File: src/rtl/tik_chain_counter.sv
// tik_chain_counter
// -----------------------------------------------------------------------------
// Cascade of N modulo counters advanced by a common tick. Stage 0 is the least
// significant. Supports up/down counting with a combinational carry/borrow
// ripple, parallel load with per-field saturation, synchronous clear to
// INIT_VAL, per-stage editing (no carry) while stopped, and terminal-count
// detection.
//
// Ports
//   clk       clock
//   rst       asynchronous active-high reset (o_time <= INIT_VAL)
//   clr       synchronous load of INIT_VAL
//   load      synchronous load of load_val (fields saturate to STAGE_MAX-1)
//   load_val  packed load value, SW bits per stage
//   run       enables tick counting; when low, up/dn edit the selected stage
//   mode_dn   0 = count up, 1 = count down
//   i_tik     one-cycle count-enable pulse
//   sel       stage targeted by up/dn edits (values >= N are ignored)
//   up, dn    edit pulses (both together = no change)
//   o_time    registered stage values, SW bits per stage
//   o_tik     registered carry/borrow out of stage N-1 (one-cycle pulse)
//   o_zero    combinational: all stages are zero
//   o_done    registered pulse when a down-count reaches all-zero
// -----------------------------------------------------------------------------
module tik_chain_counter #(
  parameter int              N            = 4,
  parameter int              SW           = 7,
  parameter logic [8*N-1:0]  STAGE_MAX    = {8'd24, 8'd60, 8'd60, 8'd100},
  parameter logic [SW*N-1:0] INIT_VAL     = '0,
  parameter bit              STOP_AT_ZERO = 1'b1,
  parameter int              SELW         = (N > 1) ? $clog2(N) : 1
) (
  input  logic              clk,
  input  logic              rst,
  input  logic              clr,
  input  logic              load,
  input  logic [N*SW-1:0]   load_val,
  input  logic              run,
  input  logic              mode_dn,
  input  logic              i_tik,
  input  logic [SELW-1:0]   sel,
  input  logic              up,
  input  logic              dn,
  output logic [N*SW-1:0]   o_time,
  output logic              o_tik,
  output logic              o_zero,
  output logic              o_done
);

  logic [N*SW-1:0] time_reg, time_next;
  logic            tik_reg, tik_next;
  logic            done_reg, done_next;

  // Candidate next values for each kind of update, assembled per stage.
  logic [N*SW-1:0] up_val;     // value after one up tick
  logic [N*SW-1:0] dn_val;     // value after one down tick
  logic [N*SW-1:0] edit_val;   // value after an edit of the selected stage
  logic [N*SW-1:0] load_sat;   // load_val with out-of-range fields clamped

  // Ripple chains: cy_up[k] / bw_dn[k] = stage k receives a carry / borrow.
  // Stage 0 always receives one on a tick, so the final bit is the chain output.
  logic [N:0] cy_up;
  logic [N:0] bw_dn;

  assign cy_up[0] = 1'b1;
  assign bw_dn[0] = 1'b1;

  genvar gi;
  generate
    for (gi = 0; gi < N; gi++) begin : g_stage
      localparam int          MAX_I  = int'(STAGE_MAX[8*gi +: 8]);
      // Terminal value compared in stage width (truncated to SW bits).
      localparam logic [SW-1:0] MAX_M1 = SW'(MAX_I - 1);

      logic [SW-1:0] cur;
      logic [SW-1:0] ld_fld;
      logic [SW-1:0] inc_wrap;
      logic [SW-1:0] dec_wrap;
      logic          at_max;
      logic          is_zero;
      logic          sel_hit;

      assign cur      = time_reg[SW*gi +: SW];
      assign ld_fld   = load_val[SW*gi +: SW];
      assign at_max   = (cur == MAX_M1);
      assign is_zero  = (cur == '0);
      assign inc_wrap = at_max  ? '0     : cur + 1'b1;
      assign dec_wrap = is_zero ? MAX_M1 : cur - 1'b1;
      assign sel_hit  = (int'(sel) == gi);

      assign cy_up[gi+1] = cy_up[gi] & at_max;
      assign bw_dn[gi+1] = bw_dn[gi] & is_zero;

      assign up_val[SW*gi +: SW] = cy_up[gi] ? inc_wrap : cur;
      assign dn_val[SW*gi +: SW] = bw_dn[gi] ? dec_wrap : cur;

      // Only a lone up or lone dn edits; sel outside 0..N-1 hits no stage.
      assign edit_val[SW*gi +: SW] = (sel_hit && (up ^ dn)) ? (up ? inc_wrap : dec_wrap) : cur;

      assign load_sat[SW*gi +: SW] = (int'(ld_fld) >= MAX_I) ? MAX_M1 : ld_fld;
    end
  endgenerate

  always_comb begin
    time_next = time_reg;
    tik_next  = 1'b0;
    done_next = 1'b0;
    if (clr) begin
      time_next = INIT_VAL;
    end else if (load) begin
      time_next = load_sat;
    end else if (run) begin
      if (i_tik) begin
        if (!mode_dn) begin
          time_next = up_val;
          tik_next  = cy_up[N];
        end else if (bw_dn[N]) begin
          // Borrow ripples all the way out only when every stage is zero.
          if (!STOP_AT_ZERO) begin
            time_next = dn_val;
            tik_next  = 1'b1;
          end
        end else begin
          time_next = dn_val;
          done_next = (dn_val == '0);
        end
      end
    end else begin
      time_next = edit_val;
    end
  end

  always_ff @(posedge clk or posedge rst) begin
    if (rst) begin
      time_reg <= INIT_VAL;
      tik_reg  <= 1'b0;
      done_reg <= 1'b0;
    end else begin
      time_reg <= time_next;
      tik_reg  <= tik_next;
      done_reg <= done_next;
    end
  end

  assign o_time = time_reg;
  assign o_tik  = tik_reg;
  assign o_done = done_reg;
  assign o_zero = (time_reg == '0);

endmodule

File: config.mk
export PLATFORM = sky130hd
export DESIGN_NAME = tik_chain_counter
export DESIGN_NICKNAME = d
export VERILOG_FILES = /design/src/rtl/tik_chain_counter.sv
export SDC_FILE = /design/constraint.sdc
export NUM_CORES = 1
export LEC_CHECK = 0
export BUFFER_PORTS_ARGS = -buffer_cell sky130_fd_sc_hd__buf_2
export CORE_UTILIZATION = 30
export DETAILED_ROUTE_END_ITERATION = 10
export GPL_ROUTABILITY_DRIVEN = 0
export MAX_ROUTING_LAYER = met4
export SYNTH_ARGS = -nofsm -noshare
export SYNTH_HDL_FRONTEND = slang
export SYNTH_SLANG_ARGS = --single-unit
File: constraint.sdc
create_clock -name clk -period 5.1 [get_ports clk]
set_clock_uncertainty 0.1 [all_clocks]
set_input_delay 0.51 -clock clk [delete_from_list [all_inputs] [get_ports clk]]
set_output_delay 0.51 -clock clk [all_outputs]
set_load 0.01 [all_outputs]
==> results.py <==
metrics = {
    "sta": {
        "setup_ws_ps": 1820,
        "finalMaxSlewViolations": 0,
        "setup_tns_ps": 0,
        "post-route-period-util_pct": 64.3,
        "slew-limit-headroom_pct": 40.4,
        "hold_viol_final": 0,
        "holdWs_ps": 227,
        "rsz0062_at_grt": "false",
        "tightest_slew_ps": 882,
        "layout_min_cycle_time_ps": 3280,
        "clock.fmax_mhz": 305,
        "setup_viol": 0,
    },
    "yosys": {
        "syn-num-nets": 598,
        "synth_ff_type": "dfrtp_1",
        "synth.avg_cell_area_um2": 7.00,
        "synth_compound_area_share_pct": 30.8,
        "ys_types": 72,
        "ys_warn_count": 0,
        "yosys.area_share.xor_xnor_pct": 4.81,
        "synthMuxAreaShare_pct": 2.22,
        "synth_adder_area_share_pct": 3.92,
        "syn_inst": 547,
        "yosysSeqAreaShare_pct": 19.6,
        "synth_edf_count": 0,
        "mappedNetlistArea_mm2": 0.00383,
        "synthArstFlopShare_pct": 100,
        "synthSimpleGateAreaFrac_pct": 31.9,
        "synth_top_family_by_area": "simple AND/OR/NAND/NOR gates",
        "synth-seq-cells": 30,
    },
    "global_route": {
        "grt_pass1_vias": 4120,
        "grt_max_degree": 40,
        "gr-total-overflow": 0,
        "grt_antenna_before_repair": 0,
        "grt_pass1_wl_mm": 21.3,
        "grtUsageTotal_pct": 20.9,
    },
    "cells_and_area": {
        "nets": 633,
        "drive_above_1_share_pct": 17.4,
        "diodes": 0,
        "syn2layout_area_growth_pct": 14.1,
    },
    "cts": {
        "clk_latency_ps": 270,
        "clock-sinks": 30,
        "post_cts_resized": 0,
        "cts_buffer_depth": 2,
        "cts_max_level": 2,
        "post_cts_buffers": 0,
        "root_buffer": "clkbuf_16",
        "clk_pin_slew_worst_paths_ps": 50,
        "holdBufCountCts": 0,
        "cts_made_buffers": 5,
        "tritoncts": "done",
    },
    "detailed_routing": {
        "detail_route.wl_per_cell_um": 17.8,
        "first_pass_iters": 7,
        "viasPerCell": 5.93,
        "drt_wl_total_mm": 13.3,
        "drc_errors": 0,
        "drtAntennaViolNets": 0,
        "vias": 4439,
        "drt-initial-drc-count": 333,
    },
    "hold_path": {
        "hold_path_class": "in2async",
    },
    "critical_path": {
        "crit_type": "reg2reg",
        "r2r-start": "o_time[8]$_DFFE_PP0P_",
        "cp-startpoint": "o_time[8]$_DFFE_PP0P_",
        "worstPathArrival_ps": 3340,
        "endpoint_kind": "register",
        "r2r_slack_ps": 1820,
        "timing.rr.end": "o_time[13]$_DFFE_PP0P_",
        "worst_r2r_path_depth": 8,
        "crit_fanout": 10,
        "cp-start-kind": "register",
        "worst_ep_required_time_ps": 5160,
    },
    "floorplanning": {
        "die_w_um": 115,
        "coreArea_mm2": 0.0122,
        "dieArea_mm2": 0.0132,
        "rows": 40,
        "die_h_um": 115,
        "num_io_pins": 70,
        "initial_utilization_pct": 31.3,
    },
    "pwr": {
        "peakVddDrop_mv": 0.127,
        "power.density_mw_per_mm2": 250,
        "p_switching_uw": 463,
        "p_sw_share_pct": 42.4,
        "leakagePower_nw": 1.75,
        "power_frac_clock_pct": 27.4,
        "pwr-share-seq_pct": 31.1,
        "p_int_uw": 629,
        "combPwrFrac_pct": 41.5,
    },
    "placement": {
        "dp_slack_ps": 1870,
        "dp_hpwl_mm": 9.59,
        "io_buffers": 69,
    },
    "run": {
        "drv_cap": 0,
    },
    "outcome": {
        "run_status": "completed",
    },
}
==> power by group through the flow <==
stage / Combinational [mW] / Clock, mW / Sequential (mW)
2_1_floorplan: 0.346 / 0 / 0.305
3_3_place_gp: 0.441 / 0 / 0.338
3_5_place_dp: 0.445 / 0 / 0.342
4_1_cts: 0.448 / 0.305 / 0.337
5_1_grt: 0.497 / 0.319 / 0.346
6_report: 0.454 / 0.299 / 0.339
==> metrics by stage <==
stage                     util, %  instances  total power, mW  cell area, um2
after global routing         35.7        749             1.16            4370
after detailed placement     34.6        743            0.786            4230
final                        35.7        749             1.09            4370
after CTS                    35.7        749             1.09            4370
after global placement       34.6        743            0.779            4230
after floorplan                 -        547            0.651            3830
==> Yosys cell counts, drive strengths merged, types with 10 or more instances <==
| cell type | number | area, um2 |
|---|---|---|
| o21ai | 62 | 310 |
| nor2 | 58 | 218 |
| nand2 | 56 | 210 |
| clkbuf | 37 | 139 |
| a21oi | 34 | 174 |
| nand3 | 34 | 175 |
| dfrtp | 30 | 751 |
| nor3 | 21 | 116 |
| inv | 17 | 63.8 |
| xnor2 | 14 | 123 |
| ha | 12 | 150 |
| a31oi | 10 | 62.6 |
| or3 | 10 | 62.6 |
==> final cells by class <==
cell class	count	area, um2
fillers	1358	7850
multi-input cells	454	2820
well taps	168	210
clock buffers	6	139
inverters	17	63.8
repair buffers	74	383
flip-flops and latches	30	751
==> cell families after synthesis <==
group | count (synthesis)
simple gates | 235
compound gates | 178
flops | 30
buf+inv | 63
mux | 8
fa+ha+maj | 12
xor+xnor | 21
==> critical path, stage by stage, from the launching register on <==
cell and delay (ps):
dfrtp_1 500, inv_1 130, ha_1 270, or3b_1 510
nor4_4 380, nand4_2 180, a31o_2 300, or3_1 470
a32o_1 320
==> per-layer routing <==
metal | track usage [%] | part of all wire (%) | vias to the layer above
li1 | - | - | 2094
met2 | 31.8 | 45 | 234
met4 | 5.45 | 1.3 | 0
met5 | - | 0 | -
met1 | 28.2 | 45 | 2093
met3 | 4.22 | 8.6 | 18
==> registers in the layout (all words and copies together), names as in the netlist <==
name,flops
o_tik,1
o_done,1
o_time,28
==> cell usage in the layout (no fill, tap or decap), drive strengths merged, types with 10 or more instances in the layout <==
cell    n
buf    74
o21ai  62
nor2   58
nand2  56
a21oi  34
nand3  34
dfrtp  30
nor3   21
inv    17
xnor2  14
ha     12
or3    10
a31oi  10
==> worst max-delay path by stage <==
stage	end	depth (start not counted)
4_1_cts	o_time[13]$_DFFE_PP0P_	8
2_1_floorplan	o_time[13]$_DFFE_PP0P_	9
3_5_place_dp	o_time[13]$_DFFE_PP0P_	8
6_report	o_time[13]$_DFFE_PP0P_	8
3_3_place_gp	o_time[13]$_DFFE_PP0P_	8
5_1_grt	o_done$_DFF_PP0_	9
No activity file was read; power rests on OpenSTA's default activity.
